==> src/rtl/pwm_capture.sv <==
// rtl/pwm_capture.sv - PWM high-time/period capture; optional input glitch filter via PWM_CAPTURE_FILTER_EN
module pwm_capture #(
    parameter int              WIDTH      = 23,
    parameter logic [WIDTH-1:0] TIMEOUT   = 23'd5_000_000,
    parameter int              FILTER_LEN = 4
) (
    input  logic             CLK,
    input  logic             RSTn,
    input  logic             PWM_in,
    output logic [WIDTH-1:0] High_cnt,
    output logic [WIDTH-1:0] Period_cnt,
    output logic             Valid,
    output logic             Timeout
);

    // Counters must be able to reach TIMEOUT without wrapping.
    if (TIMEOUT == {WIDTH{1'b1}} || FILTER_LEN < 1) begin : g_bad_params
        $error("pwm_capture: TIMEOUT must be below 2^WIDTH-1 and FILTER_LEN at least 1");
    end

    typedef enum logic [1:0] {IDLE, HIGH, LOW} state_t;

    state_t           state;
    logic             sync1;
    logic             sync2;
    logic             s;
    logic             s_d;
    logic [WIDTH-1:0] high_ctr;
    logic [WIDTH-1:0] period_ctr;
    logic             rise;
    logic             fall;

    always_ff @(posedge CLK or negedge RSTn) begin
        if (!RSTn) begin
            sync1 <= 1'b0;
            sync2 <= 1'b0;
            s_d   <= 1'b0;
        end else begin
            sync1 <= PWM_in;
            sync2 <= sync1;
            s_d   <= s;
        end
    end

`ifdef PWM_CAPTURE_FILTER_EN
    localparam int FW = $clog2(FILTER_LEN + 1);

    logic [FW-1:0] filt_cnt;

    // s follows sync2 only once the new level has held for FILTER_LEN clocks.
    always_ff @(posedge CLK or negedge RSTn) begin
        if (!RSTn) begin
            s        <= 1'b0;
            filt_cnt <= '0;
        end else if (sync2 == s) begin
            filt_cnt <= '0;
        end else if (filt_cnt == FW'(FILTER_LEN - 1)) begin
            s        <= sync2;
            filt_cnt <= '0;
        end else begin
            filt_cnt <= filt_cnt + 1'b1;
        end
    end
`else
    assign s = sync2;
`endif

    assign rise = s & ~s_d;
    assign fall = ~s & s_d;

    always_ff @(posedge CLK or negedge RSTn) begin
        if (!RSTn) begin
            state      <= IDLE;
            high_ctr   <= '0;
            period_ctr <= '0;
            High_cnt   <= '0;
            Period_cnt <= '0;
            Valid      <= 1'b0;
            Timeout    <= 1'b0;
        end else begin
            Valid <= 1'b0;
            case (state)
                IDLE: begin
                    high_ctr   <= '0;
                    period_ctr <= '0;
                    if (rise) begin
                        state      <= HIGH;
                        high_ctr   <= {{(WIDTH-1){1'b0}}, 1'b1};
                        period_ctr <= {{(WIDTH-1){1'b0}}, 1'b1};
                    end
                end
                HIGH: begin
                    if (fall) begin
                        state      <= LOW;
                        period_ctr <= period_ctr + 1'b1;
                    end else if (period_ctr >= TIMEOUT) begin
                        state      <= IDLE;
                        high_ctr   <= '0;
                        period_ctr <= '0;
                        Timeout    <= 1'b1;
                    end else begin
                        high_ctr   <= high_ctr + 1'b1;
                        period_ctr <= period_ctr + 1'b1;
                    end
                end
                LOW: begin
                    if (rise) begin
                        state      <= HIGH;
                        High_cnt   <= high_ctr;
                        Period_cnt <= period_ctr;
                        Valid      <= 1'b1;
                        Timeout    <= 1'b0;
                        high_ctr   <= {{(WIDTH-1){1'b0}}, 1'b1};
                        period_ctr <= {{(WIDTH-1){1'b0}}, 1'b1};
                    end else if (period_ctr >= TIMEOUT) begin
                        state      <= IDLE;
                        high_ctr   <= '0;
                        period_ctr <= '0;
                        Timeout    <= 1'b1;
                    end else begin
                        period_ctr <= period_ctr + 1'b1;
                    end
                end
                default: begin
                    state      <= IDLE;
                    high_ctr   <= '0;
                    period_ctr <= '0;
                end
            endcase
        end
    end

endmodule

==> config.mk <==
export PLATFORM = sky130hd
export DESIGN_NAME = pwm_capture
export DESIGN_NICKNAME = d
export VERILOG_FILES = /design/src/rtl/pwm_capture.sv
export SDC_FILE = /design/constraint.sdc
export NUM_CORES = 1
export LEC_CHECK = 0
export CAP_MARGIN = 20
export CORE_ASPECT_RATIO = 1.4
export CORE_UTILIZATION = 40
export DETAILED_ROUTE_END_ITERATION = 8
export SKIP_CTS_REPAIR_TIMING = 1
export SYNTH_ARGS = -nofsm -noshare
export SYNTH_HDL_FRONTEND = slang
export SYNTH_SLANG_ARGS = --single-unit
==> constraint.sdc <==
create_clock -name CLK -period 5.3 [get_ports CLK]
set_input_delay 1.06 -clock CLK [delete_from_list [all_inputs] [get_ports CLK]]
set_output_delay 1.06 -clock CLK [all_outputs]
set_load 0.01 [all_outputs]
[Word level (Yosys, flattened, before mapping)]
Cells that the tools add are included.
Storage, ports and cells
  output and inout bits: 48
  register bits after elaboration: 99
Cells by class
  add/subtract/negate cells: 2
  reductions and logical operators: 5
  order comparisons: 1
  bitwise logic cells: 4
  multiplexer cells: 21
  equal/unequal tests: 5
Operator list (number)
  23-bit two-way mux: 7
  23-bit one-hot mux with 3 select lines: 2
  23-bit by 1-bit adder with 23-bit output (second input constant): 2
  23-bit >= comparator (second input constant): 1
  2-bit two-way mux: 4
  1-bit two-way mux: 6
  2-bit one-hot mux with 3 select lines: 1
  2-bit AND reduction: 3
  2-bit != test (second input constant): 2
  3-bit != test (second input constant): 1
  1-bit AND: 2
  2-bit by 1-bit equality test with 1-bit output (second input constant): 1
  2-bit equality test (second input constant): 1
  2-bit logical NOT: 1
  1-bit inverter: 2
  1-bit one-hot mux with 2 select lines: 1
  2-bit nonzero test: 1

[Depth between registers and ports, before layout]
Gate-level depths: netlist (run 1).
  word-level depth: 4
  mapped depth: 8
  mapped depth without buffers: 6

[Least setup slack after synthesis (run 1)]
No wires, ideal clock.
  path kind: reg-to-reg
  start point: register period_ctr[13]
  end point: register high_ctr[16]
  arrival time: 1.939 ns
  slack: 3.283 ns
  path buffers: 2
  data required time: 5.223 ns
  cell stages (with the launch flop): 8
  path through: dfrtp_1 > buf_6 > or3b_1 > a211oi_2 > nor3_2 > buf_6 > or4_1 > a21oi_1
Between the ends
  word-level cells in the longest chain between the ends: 4
RTL lines
  start, declared: line 29  | logic [WIDTH-1:0] period_ctr;
  start signal, assigned: line 89  | period_ctr <= {{(WIDTH-1){1'b0}}, 1'b1};
  start signal, assigned: line 95  | period_ctr <= period_ctr + 1'b1;
  start signal, assigned: line 103  | period_ctr <= period_ctr + 1'b1;
  23-bit >= comparator (*): line 96, 115
  23-bit two-way mux: line 96  | end else if (period_ctr >= TIMEOUT) begin
  23-bit two-way mux: line 93  | if (fall) begin
  23-bit one-hot mux with 3 select lines: line 82  | case (state)
  end signal, assigned: line 88  | high_ctr <= {{(WIDTH-1){1'b0}}, 1'b1};
  end signal, assigned: line 102  | high_ctr <= high_ctr + 1'b1;
  end signal, assigned: line 113  | high_ctr <= {{(WIDTH-1){1'b0}}, 1'b1};
  end, declared: line 28  | logic [WIDTH-1:0] high_ctr;
Mark *: on every way between the ends. The rest lies on a longest branch, timed or not. The select of a mux whose other input is x is not followed.
A chain may end at the register's enable or synchronous reset.

[Worst setup path in the final report (run 1)]
  start point: register period_ctr[13]
  end point: register period_ctr[15]
Between the ends
  word-level cells in the longest chain between the ends: 4
RTL lines (line)
  23-bit by 1-bit adder with 23-bit output or 23-bit >= comparator (tied branches)
  23-bit two-way mux: 96, 115
  23-bit two-way mux (on tied branches): 107, 93
  23-bit one-hot mux with 3 select lines (*): 82
Mark *: on every way between the ends. The rest lies on a longest branch, timed or not.

==> results of run 1 <==
==> worst max path at each step <==
stage | startpoint | to | cells past startpoint
after floorplan | period_ctr[13] | high_ctr[16] | 7
after global placement | period_ctr[13] | period_ctr[16] | 6
after detailed placement | period_ctr[13] | period_ctr[10] | 6
after CTS | period_ctr[13] | period_ctr[15] | 6
after global routing | period_ctr[13] | period_ctr[16] | 6
final | period_ctr[13] | period_ctr[15] | 6
==> placed cells by master, fill, tap and decap left out, types with 3 or more instances in the layout <==
cell type / instances
a21oi_1: 20
a31oi_1: 4
and3_1: 4
and4_1: 3
buf_4: 4
clkbuf_16: 9
clkdlybuf4s50_1: 49
clkinv_2: 3
dfrtp_1: 99
ha_1: 3
inv_1: 13
mux2_2: 46
nand2_1: 23
nand2b_1: 3
nand3_1: 21
nand4_1: 18
nor2_1: 39
nor2b_1: 3
nor3_1: 4
o21ai_0: 8
o31ai_1: 13
o41ai_1: 3
or4_1: 13
xnor2_1: 10
xor2_1: 10
==> critical path: stages, from the launching register on <==
cell	delay [ns]
dfrtp_1	0.48
or3b_1	0.40
a211oi_2	0.33
o21ai_1	0.09
buf_4	0.22
o21ai_4	0.78
nor2_1	0.12
==> metrics by stage <==
stage | setup WS (ns) | instances
floorplan | 3.28 | 411
global placement | 2.73 | 583
detailed placement | 2.67 | 583
CTS | 2.67 | 598
global route | 2.49 | 598
finish | 2.70 | 598
==> layer usage <==
layer	wire length, um	up-vias	part of all wire	track usage
met1	4030	1614	0.44	0.209
met2	4690	54	0.51	0.295
met5	0	-	0	0
met4	168	0	0.018	0.0772
met3	258	10	0.028	0.0338
li1	-	1582	-	-
==> where the power goes <==
group	leakage, nW	switching (mW)	internal, mW
sequential	1.37	0.0388	0.797
clock	0.132	0.272	0.326
combinational	0.750	0.225	0.115
==> flip-flops by register name, summed over array words and instances, names as in the netlist <==
name	cells
Timeout	1
Period_cnt	23
period_ctr	23
s	1
s_d	1
sync1	1
Valid	1
state	2
high_ctr	23
High_cnt	23
==> Yosys cell counts, types with 2 or more instances <==
master / count / area [um2]
nand3_1: 21 / 105
buf_6: 2 / 22.5
o22ai_1: 2 / 12.5
nor3_1: 4 / 20.0
nand2b_1: 3 / 18.8
buf_2: 7 / 35.0
xor2_1: 10 / 87.6
nand2_1: 23 / 86.3
or4b_1: 2 / 20.0
and4_1: 3 / 26.3
xnor2_1: 10 / 87.6
a21oi_1: 20 / 100
mux2_2: 46 / 518
nor4_1: 2 / 12.5
o41ai_1: 3 / 26.3
o2bb2ai_1: 2 / 17.5
inv_1: 13 / 48.8
or4_1: 13 / 97.6
buf_1: 3 / 11.3
dfrtp_1: 99 / 2480
o31ai_1: 13 / 97.6
ha_1: 3 / 37.5
nand4_1: 18 / 113
o21ai_0: 8 / 40.0
or2_2: 2 / 12.5
or3_1: 2 / 12.5
nor2_1: 39 / 146
and3_1: 4 / 25.0
nand4b_1: 2 / 17.5
clkbuf_1: 10 / 37.5
nor2b_1: 4 / 25.0
a31oi_1: 4 / 25.0
==> layout make-up <==
cell class	instances	area (um2)	share of cell area
inverter	13	48.8	0.00900
timing repair buffer	53	520	0.0960
clock buffer	12	246	0.0454
sequential	99	2480	0.457
tap	141	176	0.0325
multi-input combinational	277	1940	0.358
clock inverter	3	15.0	0.00277
==> cells by family after synthesis <==
logic type	Yosys count	share of synthesized area
multiplexers	46	0.114
flip-flops	99	0.544
XOR/XNOR	20	0.0385
buffers and inverters	35	0.0341
adder cells (fa/ha/maj)	3	0.00825
AO/OA/AOI/OAI	62	0.0905
AND/OR/NAND/NOR	146	0.170
==> qor.txt, run 1 <==
Run status = finished, final reports clean
R2R depth = 6
Core Util, Final = 0.494
Largest net degree at the start of global routing = 52
ANT cells = 0
R2r setup slk = 2.70 ns
Die Y = 128 um
Num rows = 45
DR vias/cell = 5.45
Kind of critical path = reg -> reg
Initial antenna violation count = 0
GPL Wtd Cong = 0.804
Syn Nets = 417
Area delta synth->final = 19.2%
Initial Utilization = 0.414
Hold_sp = sync1
DR WL/cell = 15.3 um
Warnings, synthesis = 0
Final setup fails = 0
Port-buffer cells = 50
Top_reg_cell synth = dfrtp_1
Critical Path AT = 2.79 ns
Worst skew pair latency = 0.35 ns
Synth cell types = 46
Core box area = 0.0110 mm2
Tmin final = 2.60 ns
Hold Crit Class = reg -> reg
Slew margin rel. = 0.334
Die area = 0.0118 mm2
Drt first pass iters = 4
Leakage = 2.25 nW
Chip width = 92.1 um
Fillers = 1,027
Pins Over Slew Limit = 0
Clk buf depth = 2
Gr ovfl total = 0
Clock transition at path regs = 0.06 ns
Synthesized area = 0.00455 mm2
Slew @ Worst Pin = 0.996 ns
Sequential area share after synthesis = 0.544
CP Capture Type = flip-flop
Post-synth EDFFs = 0
Htree depth = 3
VDD IR max = 0.000186 V
FF-to-FF End = period_ctr[15]
PD cells = 327 mW/mm2
RSZ-0062 raised after global routing = false
CTS buffer count = 9
WHS Endpoint = s
Post-layout nets = 459
Reg2Reg Launch Point = period_ctr[13]
CTS tree = built
Cells on Worst Hold Path = 0
Max-Cap Viols = 0
FMAX = 385 MHz
Critical Path Fanout Max = 36
GRT Overall Usage = 0.172
FF+latch count, synth = 99
CP required = 5.49 ns
Post-route cell area = 0.00542 mm2
Area after DPL = 0.00516 mm2
Setup TNS = 0 ns
ANT nets after route = 0
Share of layout cells above drive strength 1 = 0.155
First DRT Iteration DRCs = 215
Min Hold Slack = 0.353 ns
Root Buffer = clkbuf_16
Final period utilization = 0.490
HPWL after DPL = 6250 um
Clk_skew = 0.0104 ns
PnR Total Power = 1.77 mW
Mean post-synth cell area = 11.1 um2
Async SR Flop Fraction = 1.00
Total wire length = 9150 um
Clock Sinks = 99
# IOs = 51
DR DRC count = 0
Vias = 3,260
Startpoint types = flip-flop
Final hold vios = 0
First-pass GRT wire length = 15,800 um
Vias in the first global route = 3,231
Post-synthesis instance total = 411
No activity file was read; power rests on OpenSTA's default activity.
==> run 2: changes to the inputs <==
==> constraint.sdc (replaced) <==
create_clock -name CLK -period 2.5 [get_ports CLK]
set_input_delay 0.5 -clock CLK [delete_from_list [all_inputs] [get_ports CLK]]
set_output_delay 0.5 -clock CLK [all_outputs]
set_load 0.01 [all_outputs]
==> qor.txt, run 2 (synthesis results as in run 1) <==
Core box area = 0.0110 mm2 (unchanged)
Gr ovfl total = 0 (unchanged)
FMAX = 457 MHz (+19%)
ANT cells = 0 (unchanged)
Post-Layout Cell Count = 614 (+2.7%)
Num rows = 45 (unchanged)
Hold Crit Class = in -> async
Clock Sinks = 99 (unchanged)
Drt first pass iters = 4 (unchanged)
Placed Cells = 598 (+2.6%)
Htree depth = 3 (unchanged)
Die Y = 128 um (unchanged)
Final period utilization = 0.876 (+0.386)
Setup TNS = 0 ns (unchanged)
Slew @ Worst Pin = 0.643 ns (-0.353 ns)
Vias = 3,372 (+3.4%)
Run status = finished, final reports clean
GRT Overall Usage = 0.175 (+0.00308)
Share of layout cells above drive strength 1 = 0.188 (+0.0328)
Slew margin rel. = 0.571 (+0.238)
Post-route cell area = 0.00556 mm2 (+2.5%)
CP required = 2.77 ns (-2.72 ns)
Clk buf depth = 2 (unchanged)
Die area = 0.0118 mm2 (unchanged)
Final setup fails = 0 (unchanged)
Vias in the first global route = 3,342 (+3.4%)
Area delta synth->final = 22.2%
First-pass GRT wire length = 16,200 um (+2.4%)
Startpoint types = flip-flop
Kind of critical path = reg -> reg
PnR Total Power = 3.92 mW (+120%)
Post-layout nets = 474 (+3.3%)
DR DRC count = 0 (unchanged)
DR WL/cell = 15.7 um (+2.4%)
Most frequent cells in the layout = 99 x dfrtp_1, 49 x clkdlybuf4s50_1, 46 x mux2_2
Worst skew pair latency = 0.35 ns (about the same)
Pins Over Slew Limit = 0 (unchanged)
Chip width = 92.1 um (unchanged)
Total wire length = 9630 um (+5.2%)
ANT nets after route = 0 (unchanged)
PD cells = 705 mW/mm2 (+120%)
CTS buffer count = 9 (unchanged)
Initial Utilization = 0.414 (unchanged)
Tmin final = 2.19 ns (-0.408 ns)
Fillers = 1,045 (+1.8%)
CP Capture Type = flip-flop
Min Hold Slack = 0.172 ns (-0.181 ns)
DR vias/cell = 5.49 (+0.74%)
GPL Wtd Cong = 0.812 (+1.0%)
VDD IR max = 0.000421 V (+130%)
Leakage = 2.32 nW (+3.3%)
Largest net degree at the start of global routing = 51 (-1.9%)
Critical Path AT = 2.46 ns (-0.33 ns)
Root Buffer = clkbuf_16
Most common cell after layout, fill and taps aside = dfrtp_1
RSZ-0062 raised after global routing = false
Clk_skew = 0.00877 ns (-0.00159 ns)
# IOs = 51 (unchanged)
Port-buffer cells = 50 (unchanged)
Max-Cap Viols = 0 (unchanged)
Initial antenna violation count = 0 (unchanged)
Area after DPL = 0.00527 mm2 (+2.2%)
HPWL after DPL = 6700 um (+7.1%)
Final hold vios = 0 (unchanged)
Critical Path Fanout Max = 32 (-11%)
CTS tree = built
Clock transition at path regs = 0.07 ns (about the same)
First DRT Iteration DRCs = 131 (-39%)
## run 2: cell count changes in the layout (fill, tap and decap cells not counted)
cell,change
buf_12,+1
buf_4,+14
clkbuf_1,-2
clkbuf_8,-1
clkinv_2,-3
clkinv_4,+1
clkinvlp_4,+3
inv_6,+2
inv_8,+1
nor3_2,+1
nor3_4,-1
o21ai_2,+1
o21ai_4,-1
## run 2: final timing paths
path                            cells after the start      startpoint        endpoint  slack, ns
worst min register to register                      0           sync1               s       0.36
min in group CLK                                    0           sync1               s       0.36
max in group asynchronous                           2            RSTn  Period_cnt[10]       1.67
worst max register to register                      6  period_ctr[12]    high_ctr[22]       0.31
worst max-delay path                                6  period_ctr[12]    high_ctr[22]       0.31
worst min-delay path                                1            RSTn    high_ctr[10]       0.17
## run 2: critical path, stage by stage, from the launching register on
cell and delay [ns]:
dfrtp_1 0.43, or3b_1 0.40, a211oi_2 0.28, nor3_2 0.06, buf_4 0.23, or4_1 0.53
a21oi_1 0.18
## run 2: final cells by class
class | count | area (um2) | area share
inverters | 13 | 48.8 | 0.00878
clock buffers | 9 | 225 | 0.0405
repair buffers | 68 | 646 | 0.116
flip-flops and latches | 99 | 2480 | 0.446
clock inverters | 7 | 60.1 | 0.0108
well taps | 141 | 176 | 0.0317
multi-input cells | 277 | 1930 | 0.346
## run 2: power by group
group          total, mW  internal (mW)  switching, mW
Combinational      0.812          0.312          0.500
Sequential          1.77           1.69         0.0851
Clock               1.33          0.690          0.640
Total               3.92           2.69           1.23
## run 2: per-layer routing
layer  wire, um  share of wire  GRT usage
met5          0              0          0
met4        163          0.017     0.0846
met3        319          0.033     0.0279
met2       4920           0.51      0.299
met1       4220           0.44      0.216
## run 2: stage by stage
| step | worst slack, ns | util |
|---|---|---|
| after floorplan | 0.483 | - |
| after global placement | 0.377 | 0.480 |
| after detailed placement | 0.328 | 0.480 |
| after CTS | 0.298 | 0.506 |
| after global routing | 0.166 | 0.506 |
| final | 0.310 | 0.506 |
==> run 3: changes to the inputs <==
--- a/config.mk
+++ b/config.mk
@@ -9,6 +9,7 @@
 export CORE_ASPECT_RATIO = 1.4
 export CORE_UTILIZATION = 40
 export DETAILED_ROUTE_END_ITERATION = 8
+export MAX_ROUTING_LAYER = met4
 export SKIP_CTS_REPAIR_TIMING = 1
 export SYNTH_ARGS = -nofsm -noshare
 export SYNTH_HDL_FRONTEND = slang
==> qor.txt, run 3 (synthesis results as in run 1) <==
Run status = finished, final reports clean
Final hold vios = 0 (unchanged)
Max-Cap Viols = 0 (unchanged)
Critical Path AT = 2.47 ns (about the same)
Most common cell after layout, fill and taps aside = dfrtp_1
Pint = 2.69 mW (about the same)
Slew margin rel. = 0.569 (-0.00277)
Area delta synth->final = 22.2% (unchanged)
PD cells = 705 mW/mm2 (about the same)
Clock transition at path regs = 0.08 ns (about the same)
Port-buffer cells = 50 (unchanged)
Sw Pwr = 1.23 mW (about the same)
Worst skew pair latency = 0.35 ns (about the same)
ANT cells = 0 (unchanged)
FMAX = 456 MHz (-0.13%)
First DRT Iteration DRCs = 149 (+14%)
Clk_skew = 0.0109 ns (+0.00213 ns)
Setup TNS = 0 ns (unchanged)
Chip width = 92.1 um (unchanged)
Seq pwr share = 0.453 (about the same)
Critical Path Fanout Max = 32 (unchanged)
Cell at the slowest stage of the critical path = or4_1
Core box area = 0.0110 mm2 (unchanged)
Final setup fails = 0 (unchanged)
Final period utilization = 0.877 (+0.00111)
Initial Utilization = 0.414 (unchanged)
First-pass GRT wire length = 16,200 um (about the same)
Tmin final = 2.19 ns (+0.00277 ns)
Largest net degree at the start of global routing = 51 (unchanged)
PnR Total Power = 3.92 mW (about the same)
Comb power frac = 0.207 (about the same)
Vias = 3,368 (-0.12%)
Pins Over Slew Limit = 0 (unchanged)
M3 GR Usage = 0.0350 (+0.00712)
CTS buffer count = 9 (unchanged)
Total wire length = 9630 um (about the same)
ANT nets after route = 0 (unchanged)
VDD IR max = 0.000421 V (+0.20%)
Htree depth = 3 (unchanged)
Share of layout cells above drive strength 1 = 0.188 (unchanged)
Drt first pass iters = 4 (unchanged)
Clock Sinks = 99 (unchanged)
Critical-path cell list = or3b_1, a211oi_2, nor3_2, buf_4, or4_1, a21oi_1
Gr busiest metal = met2
DR DRC count = 0 (unchanged)
Clk buf depth = 2 (unchanged)
HPWL after DPL = 6700 um (unchanged)
Met1 Use GR = 0.217 (+0.00115)
Max stage delay on crit path = 0.53 ns (about the same)
Clock Power Share = 0.340 (about the same)
Post-layout nets = 474 (unchanged)
Initial antenna violation count = 0 (unchanged)
Most frequent cells in the layout = 99 x dfrtp_1, 49 x clkdlybuf4s50_1, 46 x mux2_2
# IOs = 51 (unchanged)
GPL Wtd Cong = 0.824 (+1.5%)
Sw frac = 0.313 (about the same)
RSZ-0062 raised after global routing = false
DR vias/cell = 5.49 (-0.12%)
DR WL/cell = 15.7 um (about the same)
Num rows = 45 (unchanged)
Startpoint types = flip-flop
Slew @ Worst Pin = 0.647 ns (+0.00416 ns)
Vias in the first global route = 3,342 (unchanged)
Die area = 0.0118 mm2 (unchanged)
Die Y = 128 um (unchanged)
Kind of critical path = reg -> reg
Leakage = 2.32 nW (unchanged)
Hold Crit Class = in -> async
CP required = 2.77 ns (about the same)
Met2 Use GR = 0.299 (unchanged)
CTS tree = built
CP Capture Type = flip-flop
GRT Overall Usage = 0.181 (+0.00560)
Root Buffer = clkbuf_16
Gr ovfl total = 0 (unchanged)
==> run 3: worst paths after layout <==
path	start	end	slack (ns)	cells after the start
worst max register to register	period_ctr[12]	high_ctr[22]	0.31	6
min in group CLK	sync1	s	0.36	0
worst min-delay path	RSTn	high_ctr[10]	0.17	1
worst max-delay path	period_ctr[12]	high_ctr[22]	0.31	6
worst min register to register	sync1	s	0.36	0
max in group asynchronous	RSTn	Period_cnt[10]	1.67	2
==> run 3: stage by stage <==
step / utilization / cells / area, um2 / hold WS [ns] / setup WS, ns
after floorplan: - / 411 / 4550 / 0.204 / 0.483
after global placement: 0.480 / 598 / 5270 / 0.337 / 0.377
final: 0.506 / 614 / 5560 / 0.174 / 0.307
after CTS: 0.506 / 614 / 5560 / 0.199 / 0.298
after detailed placement: 0.480 / 598 / 5270 / 0.346 / 0.328
after global routing: 0.506 / 614 / 5560 / 0.230 / 0.166
==> run 3: power groups by stage <==
stage / sequential (mW) / clock, mW / combinational, mW
final: 1.77 / 1.33 / 0.812
after detailed placement: 1.80 / 0 / 0.820
after CTS: 1.78 / 1.37 / 0.826
after global placement: 1.80 / 0 / 0.806
after global routing: 1.79 / 1.44 / 0.892
after floorplan: 1.80 / 0 / 0.498
==> run 3: final cells by class <==
| type | count | area [um2] |
|---|---|---|
| flip-flops and latches | 99 | 2480 |
| well taps | 141 | 176 |
| clock buffers | 9 | 225 |
| fillers | 1045 | 5420 |
| repair buffers | 68 | 646 |
| clock inverters | 7 | 60.1 |
| multi-input cells | 277 | 1930 |
| inverters | 13 | 48.8 |
==> run 3: critical path: cells and delay by family (launching register included) <==
kind	cells	cell delay, ns
AND/OR/NAND/NOR	3	0.99
flip-flops	1	0.43
buffers and inverters	1	0.23
AO/OA/AOI/OAI	2	0.46
==> run 3: metal layers <==
| metal | wire length, um | vias up | share of wire |
|---|---|---|---|
| li1 | - | 1612 | - |
| met1 | 4210 | 1672 | 0.44 |
| met2 | 4900 | 73 | 0.51 |
| met3 | 323 | 11 | 0.034 |
| met4 | 197 | 0 | 0.020 |
| met5 | 0 | - | 0 |
